--- src/rtl/term_net_bridge_if.sv ---
// Handshake bundle between a terminal-bus driver and the term_net_bridge.
// The master side drives words in and consumes words out; the slave side is the bridge.
interface term_net_bridge_if #(
    parameter int WIDTH   = 32,
    parameter int SRC_LSB = 0,
    parameter int DEPTH   = 2,
    parameter int CW      = $clog2(DEPTH + 1)
);
    logic                            flush;
    logic                            in_valid;
    logic                            in_ready;
    logic [SRC_LSB+WIDTH-1:SRC_LSB]  in_data;
    logic                            out_valid;
    logic                            out_ready;
    logic [WIDTH-1:0]                out_data;
    logic [CW-1:0]                   count;
    logic                            drop_err;

    modport master (
        output flush, in_valid, in_data, out_ready,
        input  in_ready, out_valid, out_data, count, drop_err
    );

    modport slave (
        input  flush, in_valid, in_data, out_ready,
        output in_ready, out_valid, out_data, count, drop_err
    );
endinterface

--- src/rtl/term_net_bridge.sv ---
// Remaps an offset-indexed terminal bus onto a zero-based net bus and retimes it
// through a DEPTH-entry valid/ready FIFO with a registered output word.
module term_net_bridge #(
    parameter int WIDTH   = 32,
    parameter int SRC_LSB = 0,
    parameter int REVERSE = 0,
    parameter int DEPTH   = 2,
    localparam int CW     = $clog2(DEPTH + 1)
) (
    input  logic             clk,
    input  logic             rst_n,
    term_net_bridge_if.slave bus
);
    localparam int PW = (DEPTH > 1) ? $clog2(DEPTH) : 1;

    function automatic logic [WIDTH-1:0] remap(input logic [SRC_LSB+WIDTH-1:SRC_LSB] src);
        logic [WIDTH-1:0] r;
        r = '0;
        for (int i = 0; i < WIDTH; i++) begin
            r[i] = (REVERSE != 0) ? src[SRC_LSB+WIDTH-1-i] : src[SRC_LSB+i];
        end
        return r;
    endfunction

    function automatic logic [PW-1:0] ptr_inc(input logic [PW-1:0] p);
        return (p == PW'(DEPTH - 1)) ? '0 : p + PW'(1);
    endfunction

    logic [WIDTH-1:0] mem_q [DEPTH];
    logic [PW-1:0]    wr_ptr_q, wr_ptr_d;
    logic [PW-1:0]    rd_ptr_q, rd_ptr_d;
    logic [CW-1:0]    count_q, count_d;
    logic             out_valid_q, out_valid_d;
    logic [WIDTH-1:0] out_data_q, out_data_d;
    logic             drop_err_q, drop_err_d;

    logic [WIDTH-1:0] mapped;
    logic             full;
    logic             push;
    logic             pop;
    logic             wr_en;

    always_comb begin
        mapped      = remap(bus.in_data);
        full        = (count_q == CW'(DEPTH));
        push        = bus.in_valid && !full;
        pop         = out_valid_q && bus.out_ready;

        wr_ptr_d    = wr_ptr_q;
        rd_ptr_d    = rd_ptr_q;
        count_d     = count_q;
        out_valid_d = out_valid_q;
        out_data_d  = out_data_q;
        wr_en       = 1'b0;
        drop_err_d  = drop_err_q | (bus.in_valid & full);

        if (bus.flush) begin
            wr_ptr_d    = '0;
            rd_ptr_d    = '0;
            count_d     = '0;
            out_valid_d = 1'b0;
        end else begin
            wr_en = push;
            if (push) begin
                wr_ptr_d = ptr_inc(wr_ptr_q);
            end
            if (pop) begin
                rd_ptr_d = ptr_inc(rd_ptr_q);
            end
            case ({push, pop})
                2'b10:   count_d = count_q + CW'(1);
                2'b01:   count_d = count_q - CW'(1);
                default: count_d = count_q;
            endcase
            out_valid_d = (count_d != '0);
            // The new head is the incoming word only when nothing older remains after this pop.
            if (count_d != '0) begin
                if ((count_q == '0) || ((count_q == CW'(1)) && pop)) begin
                    out_data_d = mapped;
                end else begin
                    out_data_d = mem_q[rd_ptr_d];
                end
            end
        end
    end

    always_ff @(posedge clk) begin
        if (!rst_n) begin
            wr_ptr_q    <= '0;
            rd_ptr_q    <= '0;
            count_q     <= '0;
            out_valid_q <= 1'b0;
            out_data_q  <= '0;
            drop_err_q  <= 1'b0;
        end else begin
            wr_ptr_q    <= wr_ptr_d;
            rd_ptr_q    <= rd_ptr_d;
            count_q     <= count_d;
            out_valid_q <= out_valid_d;
            out_data_q  <= out_data_d;
            drop_err_q  <= drop_err_d;
        end
    end

    // Storage carries no reset; occupancy is governed entirely by the pointers and count.
    always_ff @(posedge clk) begin
        if (wr_en) begin
            mem_q[wr_ptr_q] <= mapped;
        end
    end

    assign bus.in_ready  = !full;
    assign bus.out_valid = out_valid_q;
    assign bus.out_data  = out_data_q;
    assign bus.count     = count_q;
    assign bus.drop_err  = drop_err_q;
endmodule

--- src/flat_wrapper.sv ---
// flat-port wrapper written by rule: the top's interface ports become plain ports
module term_net_bridge_flat 
#(
    parameter int WIDTH   = 32,
    parameter int SRC_LSB = 0,
    parameter int REVERSE = 0,
    parameter int DEPTH   = 2,
    localparam int CW     = $clog2(DEPTH + 1)
)
  (clk, rst_n, bus_flush, bus_in_valid, bus_in_data, bus_out_ready, bus_in_ready, bus_out_valid, bus_out_data, bus_count, bus_drop_err);
  term_net_bridge_if #(.WIDTH(WIDTH), .SRC_LSB(SRC_LSB), .DEPTH(DEPTH)) bus_i ();
  input  logic clk;
  input  logic rst_n;
  input wire logic [$bits(bus_i.flush)-1:0] bus_flush;
  input wire logic [$bits(bus_i.in_valid)-1:0] bus_in_valid;
  input wire logic [$bits(bus_i.in_data)-1:0] bus_in_data;
  input wire logic [$bits(bus_i.out_ready)-1:0] bus_out_ready;
  output wire logic [$bits(bus_i.in_ready)-1:0] bus_in_ready;
  output wire logic [$bits(bus_i.out_valid)-1:0] bus_out_valid;
  output wire logic [$bits(bus_i.out_data)-1:0] bus_out_data;
  output wire logic [$bits(bus_i.count)-1:0] bus_count;
  output wire logic [$bits(bus_i.drop_err)-1:0] bus_drop_err;
  assign bus_i.flush = bus_flush;
  assign bus_i.in_valid = bus_in_valid;
  assign bus_i.in_data = bus_in_data;
  assign bus_i.out_ready = bus_out_ready;
  assign bus_in_ready = bus_i.in_ready;
  assign bus_out_valid = bus_i.out_valid;
  assign bus_out_data = bus_i.out_data;
  assign bus_count = bus_i.count;
  assign bus_drop_err = bus_i.drop_err;
  term_net_bridge #(.WIDTH(WIDTH), .SRC_LSB(SRC_LSB), .REVERSE(REVERSE), .DEPTH(DEPTH)) u_core (.clk(clk), .rst_n(rst_n), .bus(bus_i));
endmodule
--- config.mk ---
export PLATFORM = sky130hd
export DESIGN_NAME = term_net_bridge_flat
export DESIGN_NICKNAME = d
export VERILOG_FILES = /design/src/rtl/term_net_bridge_if.sv /design/src/rtl/term_net_bridge.sv /design/src/flat_wrapper.sv
export SDC_FILE = /design/constraint.sdc
export NUM_CORES = 1
export LEC_CHECK = 0
export BUFFER_PORTS_ARGS = -buffer_cell sky130_fd_sc_hd__buf_2
export CAP_MARGIN = 20
export CORE_ASPECT_RATIO = 0.7
export CORE_MARGIN = 2
export CORE_UTILIZATION = 55
export DETAILED_ROUTE_END_ITERATION = 8
export HOLD_SLACK_MARGIN = 0.05
export PLACE_DENSITY_LB_ADDON = 0.12
export SYNTH_ARGS = -nofsm -noshare
export SYNTH_HDL_FRONTEND = slang
export SYNTH_SLANG_ARGS = --single-unit
--- constraint.sdc ---
create_clock -name clk -period 4.5 [get_ports clk]
set_clock_uncertainty 0.15 [all_clocks]
set_input_delay 0.45 -clock clk [delete_from_list [all_inputs] [get_ports clk]]
set_output_delay 0.45 -clock clk [all_outputs]
set_load 0.01 [all_outputs]
# After elaboration in Yosys (flattened, before gate mapping)

Memories as Yosys holds them, arrays and structs flattened.
Index checks and enable logic that the tools add are counted.

Register bits: 38
Bits in writable memories: 64
Bits of input ports: 37
Output and inout bits: 37
Logic and storage cells: 38
Memories kept: 1

$add $sub $neg: 4
Eq/ne operators: 4
Muxes and demuxes: 10
Bitwise operators: 4
Reduce and logical (&&, ||, !) cells: 9

Memory list:

| memory       | words | bits a word | rd ports | clocked after memory_dff | wr ports | RTL line              | source |
|---|---|---|---|---|---|---|---|
| u_core.mem_q | 2     | 32          | 1        | 0                        | 1        | term_net_bridge.sv:29 | `logic [WIDTH-1:0] mem_q [DEPTH];` |

Operators by type and width:

| kind                  | count |
|---|---|
| $mux W32              | 1 |
| $mux W1               | 7 |
| $eq A2 B1 Y1 const B  | 2 |
| $eq A2 B2 Y1 const B  | 2 |
| $pmux W2 S2           | 1 |
| $logic_and A1 B1 Y1   | 3 |
| $add A1 B1 Y1 const B | 2 |
| $add A2 B1 Y2 const B | 1 |
| $logic_not A2 Y1      | 1 |
| $mux W2               | 1 |
| $not A1 Y1            | 2 |
| $reduce_and A2 Y1     | 1 |
| $reduce_bool A2 Y1    | 1 |
| $reduce_or A2 Y1      | 1 |
| $sub A2 B1 Y2 const B | 1 |
| $and A1 B1 Y1         | 1 |
| $logic_not A1 Y1      | 1 |
| $logic_or A1 B1 Y1    | 1 |
| $or A1 B1 Y1          | 1 |

# Depth between registers and ports, before layout

Depth after elaboration: 8
Gate-level depth with buffers: 12
Mapped depth without buffers: 10

# Least setup slack after synthesis

OpenSTA, ideal clock, no wires.

Path type: register -> register
Start: register u_core.count_q[0], in the netlist u_core.bus.count[0]
End: memory u_core.mem_q[1][0], enable pin
Library setup time: 0.468 ns
Data arrival time: 3.439 ns
Data required time: 3.882 ns
Slack: 0.443 ns
Cell stages (with the launch flop): 6
Path buffers: 0
Period minus slack after synthesis: 4.057 ns
Path through: dfxtp_1 > inv_1 > ha_1 > inv_1 > nand2_1 > nor3b_1

Cells in the longest elaborated chain, start to end: 6

Ends and longest elaborated chain:

| what                          | RTL line               | source |
|---|---|---|
| start: declaration            | term_net_bridge.sv:32  | `logic [CW-1:0] count_q, count_d;` |
| start signal: assignment      | term_net_bridge.sv:98  | `count_q <= count_d;` |
| $eq A2 B2 Y1                  | term_net_bridge.sv:45  | `full = (count_q == CW'(DEPTH));` |
| $logic_not A1 Y1              | n/a                    |  |
| net bus_in_ready              | flat_wrapper.sv:18     | `output wire logic [$bits(bus_i.in_ready)-1:0] bus_in_ready;` |
| $logic_and A1 B1 Y1           | term_net_bridge.sv:46  | `push = bus.in_valid && !full;` |
| $mux W1                       | term_net_bridge.sv:57  | `if (bus.flush) begin` |
| $mux W1                       | term_net_bridge.sv:107 | `if (wr_en) begin` |
| $mux W1 (not written as such) | term_net_bridge.sv:108 | `mem_q[wr_ptr_q] <= mapped;` |
| end: declaration              | term_net_bridge.sv:29  |  |

The timed path passes the listed nets, and every way through them passes these cells.

# Final worst setup path

Start: register u_core.count_q[0], in the netlist u_core.bus.count[0]
End: register u_core.out_data_q[24], in the netlist u_core.bus.out_data[24]

Cells in the longest elaborated chain, start to end: 8
Elaborated cells between the ends (all ways): 16
Classes of those cells: add/sub (2); eq/ne (4); mux (3); reduce/logical (7)

Ends and longest elaborated chain:

| what                                         | RTL line               | source |
|---|---|---|
| $eq A2 B2 Y1                                 | term_net_bridge.sv:45  |  |
| $logic_not A1 Y1                             | term_net_bridge.sv:46  |  |
| $logic_and A1 B1 Y1                          | term_net_bridge.sv:46  |  |
| $eq A2 B1 Y1 or $eq A2 B2 Y1 (tied branches) | term_net_bridge.sv:70  | `case ({push, pop})` |
| $pmux W2 S2                                  | term_net_bridge.sv:70  |  |
| $mux W2                                      | term_net_bridge.sv:57  |  |
| $reduce_bool A2 Y1                           | term_net_bridge.sv:77  | `if (count_d != '0) begin` |
| $reduce_and A2 Y1 (no line)                  | n/a                    |  |
| end signal: assignment                       | term_net_bridge.sv:100 | `out_data_q <= out_data_d;` |
| end: declaration                             | term_net_bridge.sv:34  | `logic [WIDTH-1:0] out_data_q, out_data_d;` |

Several ways; a longest one is shown, not always the timed one. The select of a mux whose other input is x is not followed.
A chain may end at the register's enable or synchronous reset.

==> impl.org <==
** Global routing
- Vias in the first global route :: roughly 3,000
- The first global-routing pass estimated roughly 17 mm of wire.
- Entering global routing, the biggest net connects 38 pins.
- Global routing used ~36% of the available met1 tracks.
- Total global routing track utilization :: around a quarter
- Routing usage on met3 :: slightly above 5%
- For this run, global-route usage on met2 was measured as 37.9%.
- After global routing, the most crowded layer is met2.
- The initial antenna violation count came to 0.
- Global routing finished with a remaining overflow of 0.

** Clock network
- Count of H-tree levels built during CTS :: 3
- Post-CTS Setup Inserts :: 0
- Counting the buffers created by CTS gives 9.
- Counting along the longest clock path gives a buffer depth of 2.
- CTS hold repair buffers :: 0
- Clock-pin slew was measured on the worst setup and hold paths at approximately 0.070 ns.
- TritonCTS built the clock tree.
- CTS Root Cell :: clkbuf_16
- Clk sinks :: 102
- Clock latency on the worst-skew pair :: 0.34 ns
- Number of gates resized after cts :: 0

** Synth
- The cell area that synthesis handed to floorplanning was between 4000 and 5000 sq um.
- Yosys mapped a number of flops with a built-in enable equal to 64.
- For this run, asynchronously set or reset flops after synthesis account for 0%.
- Primary flip-flop cell chosen by synthesis mapping :: edfxtp_1
- Synthesis-stage register bit count :: just over 100
- Avg Cell Area, Syn :: between 10 and 15 sq um
- Yosys warning total :: 0
- The number of nets in the synthesized netlist is 378.
- Sequential fraction of the synthesis area :: 60.3%
- Instance count of the mapped netlist :: 336
- Count of unique library cells instantiated by Yosys :: 31

** Status
- The flow ran to the end, and the final reports show no timing, DRC or antenna violations.

** Power and ir drop
- Total power density per cell area :: 403 nW/um^2
- Leakage power summed over all cells :: a little over 2 nW
- Worst ir drop on vdd :: 0.211 mV

** Cells and area
- After filler insertion, the fill cell instance count of the layout stands at between 500 and 600.
- Synth-to-Final Area Change :: 16.6%
- Most common cell after layout, fill and taps aside :: buf_2
- In the layout the commonest cells are 73 x buf_2, 64 x edfxtp_1, 38 x dfxtp_1.
- In the final design database the tool counted approximately 440 nets.
- The number of antenna diodes in the final layout is 0.
- Ratio of cells with drive above 1 in the final layout :: between 30% and 40%
- Measured on the finished design, the core utilization comes to between 60 and 70%.

** Routing
- ANT nets after route :: 0
- After detailed routing, the number of vias per cell comes to about 6.4.
- The first detailed-routing pass ran for 5 iterations.
- For this run, design rule violations remaining after detail routing come to 0.
- After detailed routing, the total wire length is 10.9 mm.
- Initial DRC count :: ~270
- Total vias in the final route :: roughly 3,200
- In the final routed layout, each cell accounts on average for roughly 22 microns.

** Critical path
- Critical Path Fanout Max :: 33
- Among all stages on the critical path, the largest delay is contributed by or2_2.
- Grouping stages by cell kind, the critical path spends the most delay in simple AND/OR/NAND/NOR gates.
- Worst EP arrival :: approximately 3.6 ns
- FF-to-FF path depth :: 9
- Chain of cells forming the critical path :: inv_1 -> ha_1 -> inv_1 -> nand2_1 -> ha_1 -> a211oi_4 -> buf_4 -> or2_2 -> o41ai_2
- Crit path largest cell delay :: 0.92 ns
- Register-to-register setup slack :: slightly below 1 ns
- Critical path endpoint category :: register
- Number of cells on the critical path :: 9
- Worst EP required :: about 4.5 ns
- R2r endpoint :: u_core.bus.out_data[24]
- Critical path class :: register to register
- Worst R2R Start :: u_core.bus.count[0]
- Crit path buffers/inverters :: 3
- Worst setup SP type :: register

** Die
- Floorplan die width :: approximately 110 microns
- IO Count :: between 70 and 80
- Y dimension of the die :: slightly below 80 microns
- In this run the core area contains 27 standard-cell rows.
- Area of the core region :: slightly below 8000 sq um
- Once the floorplan was initialized, standard cells occupied a little under three fifths of the core.
- Die ar. :: 8840 sq um

** Timing
- The number of pins exceeding their max-slew limit in the final report was 0.
- The routed design could run at a clock period as short as roughly 3.5 ns.
- The worst pin sits at a relative slew slack of between 20 and 30%.
- Setup violations remaining at the end of the flow were counted as 0.
- Number of hold violations in the final report :: 0
- Dividing the final minimum period by the clock period gives 78.4%.
- Fin Setup TNS :: 0 ns
- At the pin with the least slew margin, the transition time is about 1.1 ns.
- Achievable clock frequency :: roughly 0.28 GHz
- Unrepaired setup endpoints after global routing :: false

** Min path
- Worst hold path class :: input port to register
- Along the worst hold path, the cell count comes to 1.
- HP Start :: bus_in_data[30]
- For hold timing, the worst endpoint is u_core.mem_q[0][30].

** Placement
- HPWL after detailed placement :: ~6.1 mm
- Routability Congestion :: roughly 0.76
- During placement, the flow inserted port buffers numbering 73.

** Flow run
- Max-cap violations in this run came to 0.
-- metrics by stage --
stage	hold WS [ns]	area [sq um]	std cells	power, mW	worst slack, ns
2_1_floorplan	0.344	4450	336	1.25	0.443
3_3_place_gp	0.324	4880	484	1.34	1.18
3_5_place_dp	0.334	4880	484	1.35	1.05
4_1_cts	0.154	5170	500	2.10	1.01
5_1_grt	0.154	5190	501	2.16	0.758
6_report	0.163	5190	501	2.09	0.973
-- flip-flops by register name, indices dropped and copies added, names as in the netlist --
signal / count
u_core.wr_ptr_q: 1
u_core.bus.count: 2
u_core.bus.out_valid: 1
u_core.bus.drop_err: 1
u_core.bus.out_data: 32
u_core.rd_ptr_q: 1
u_core.mem_q: 64
-- worst max-delay path by stage --
stage / start / end / slack [ns]
global placement: u_core.bus.count[0] / u_core.bus.out_data[8] / 1.18
CTS: u_core.bus.count[0] / u_core.bus.out_data[8] / 1.01
global route: u_core.bus.count[0] / u_core.bus.out_data[9] / 0.76
detailed placement: u_core.bus.count[0] / u_core.bus.out_data[9] / 1.05
floorplan: u_core.bus.count[0] / u_core.mem_q[1][0] / 0.44
finish: u_core.bus.count[0] / u_core.bus.out_data[24] / 0.97
-- synth_stat cells, types with 2 or more instances --
cell type	number	share of area, %
edfxtp_1	64	43
o41ai_1	3	0.59
a21oi_1	4	0.45
nor2_1	35	3.0
clkbuf_1	29	2.4
a211oi_1	33	5.6
o41ai_2	29	11
and3_1	32	4.5
buf_6	4	1.0
inv_1	4	0.34
nand2_1	4	0.34
dfxtp_1	38	17
nand2b_1	2	0.28
o311ai_0	32	6.3
ha_1	5	1.4
nor3b_1	2	0.34
nor2b_1	2	0.28
-- layout make-up --
type	instances	area [sq um]	share of cell area, %
clock buffers	10	229	4.41
well taps	101	126	2.44
flip-flops and latches	102	2680	51.7
repair buffers	83	453	8.73
inverters	5	18.8	0.362
multi-input cells	194	1620	31.2
clock inverters	6	62.6	1.21
-- kinds of logic (layout without fill, tap and decap cells) --
| logic type | after synthesis | in the layout | share of synthesized area, % |
|---|---|---|---|
| compound gates | 106 | 106 | 24.5 |
| flops | 102 | 102 | 60.3 |
| simple gates | 82 | 82 | 9.53 |
| buf+inv | 40 | 104 | 4.08 |
| fa+ha+maj | 5 | 5 | 1.41 |
| xor+xnor | 1 | 1 | 0.197 |
-- report_power, final --
group | total [mW] | switching (mW) | internal [mW]
registers | 1.06 | 0.0187 | 1.04
logic | 0.275 | 0.183 | 0.0919
clock network | 0.758 | 0.326 | 0.431
-- routing by layer --
layer | up-vias | wire [microns]
met5 | - | 0
met4 | 0 | 77
met3 | 8 | 705
met2 | 130 | 4940
met1 | 1601 | 5190
li1 | 1477 | -
Power figures use the tool's default switching activity.
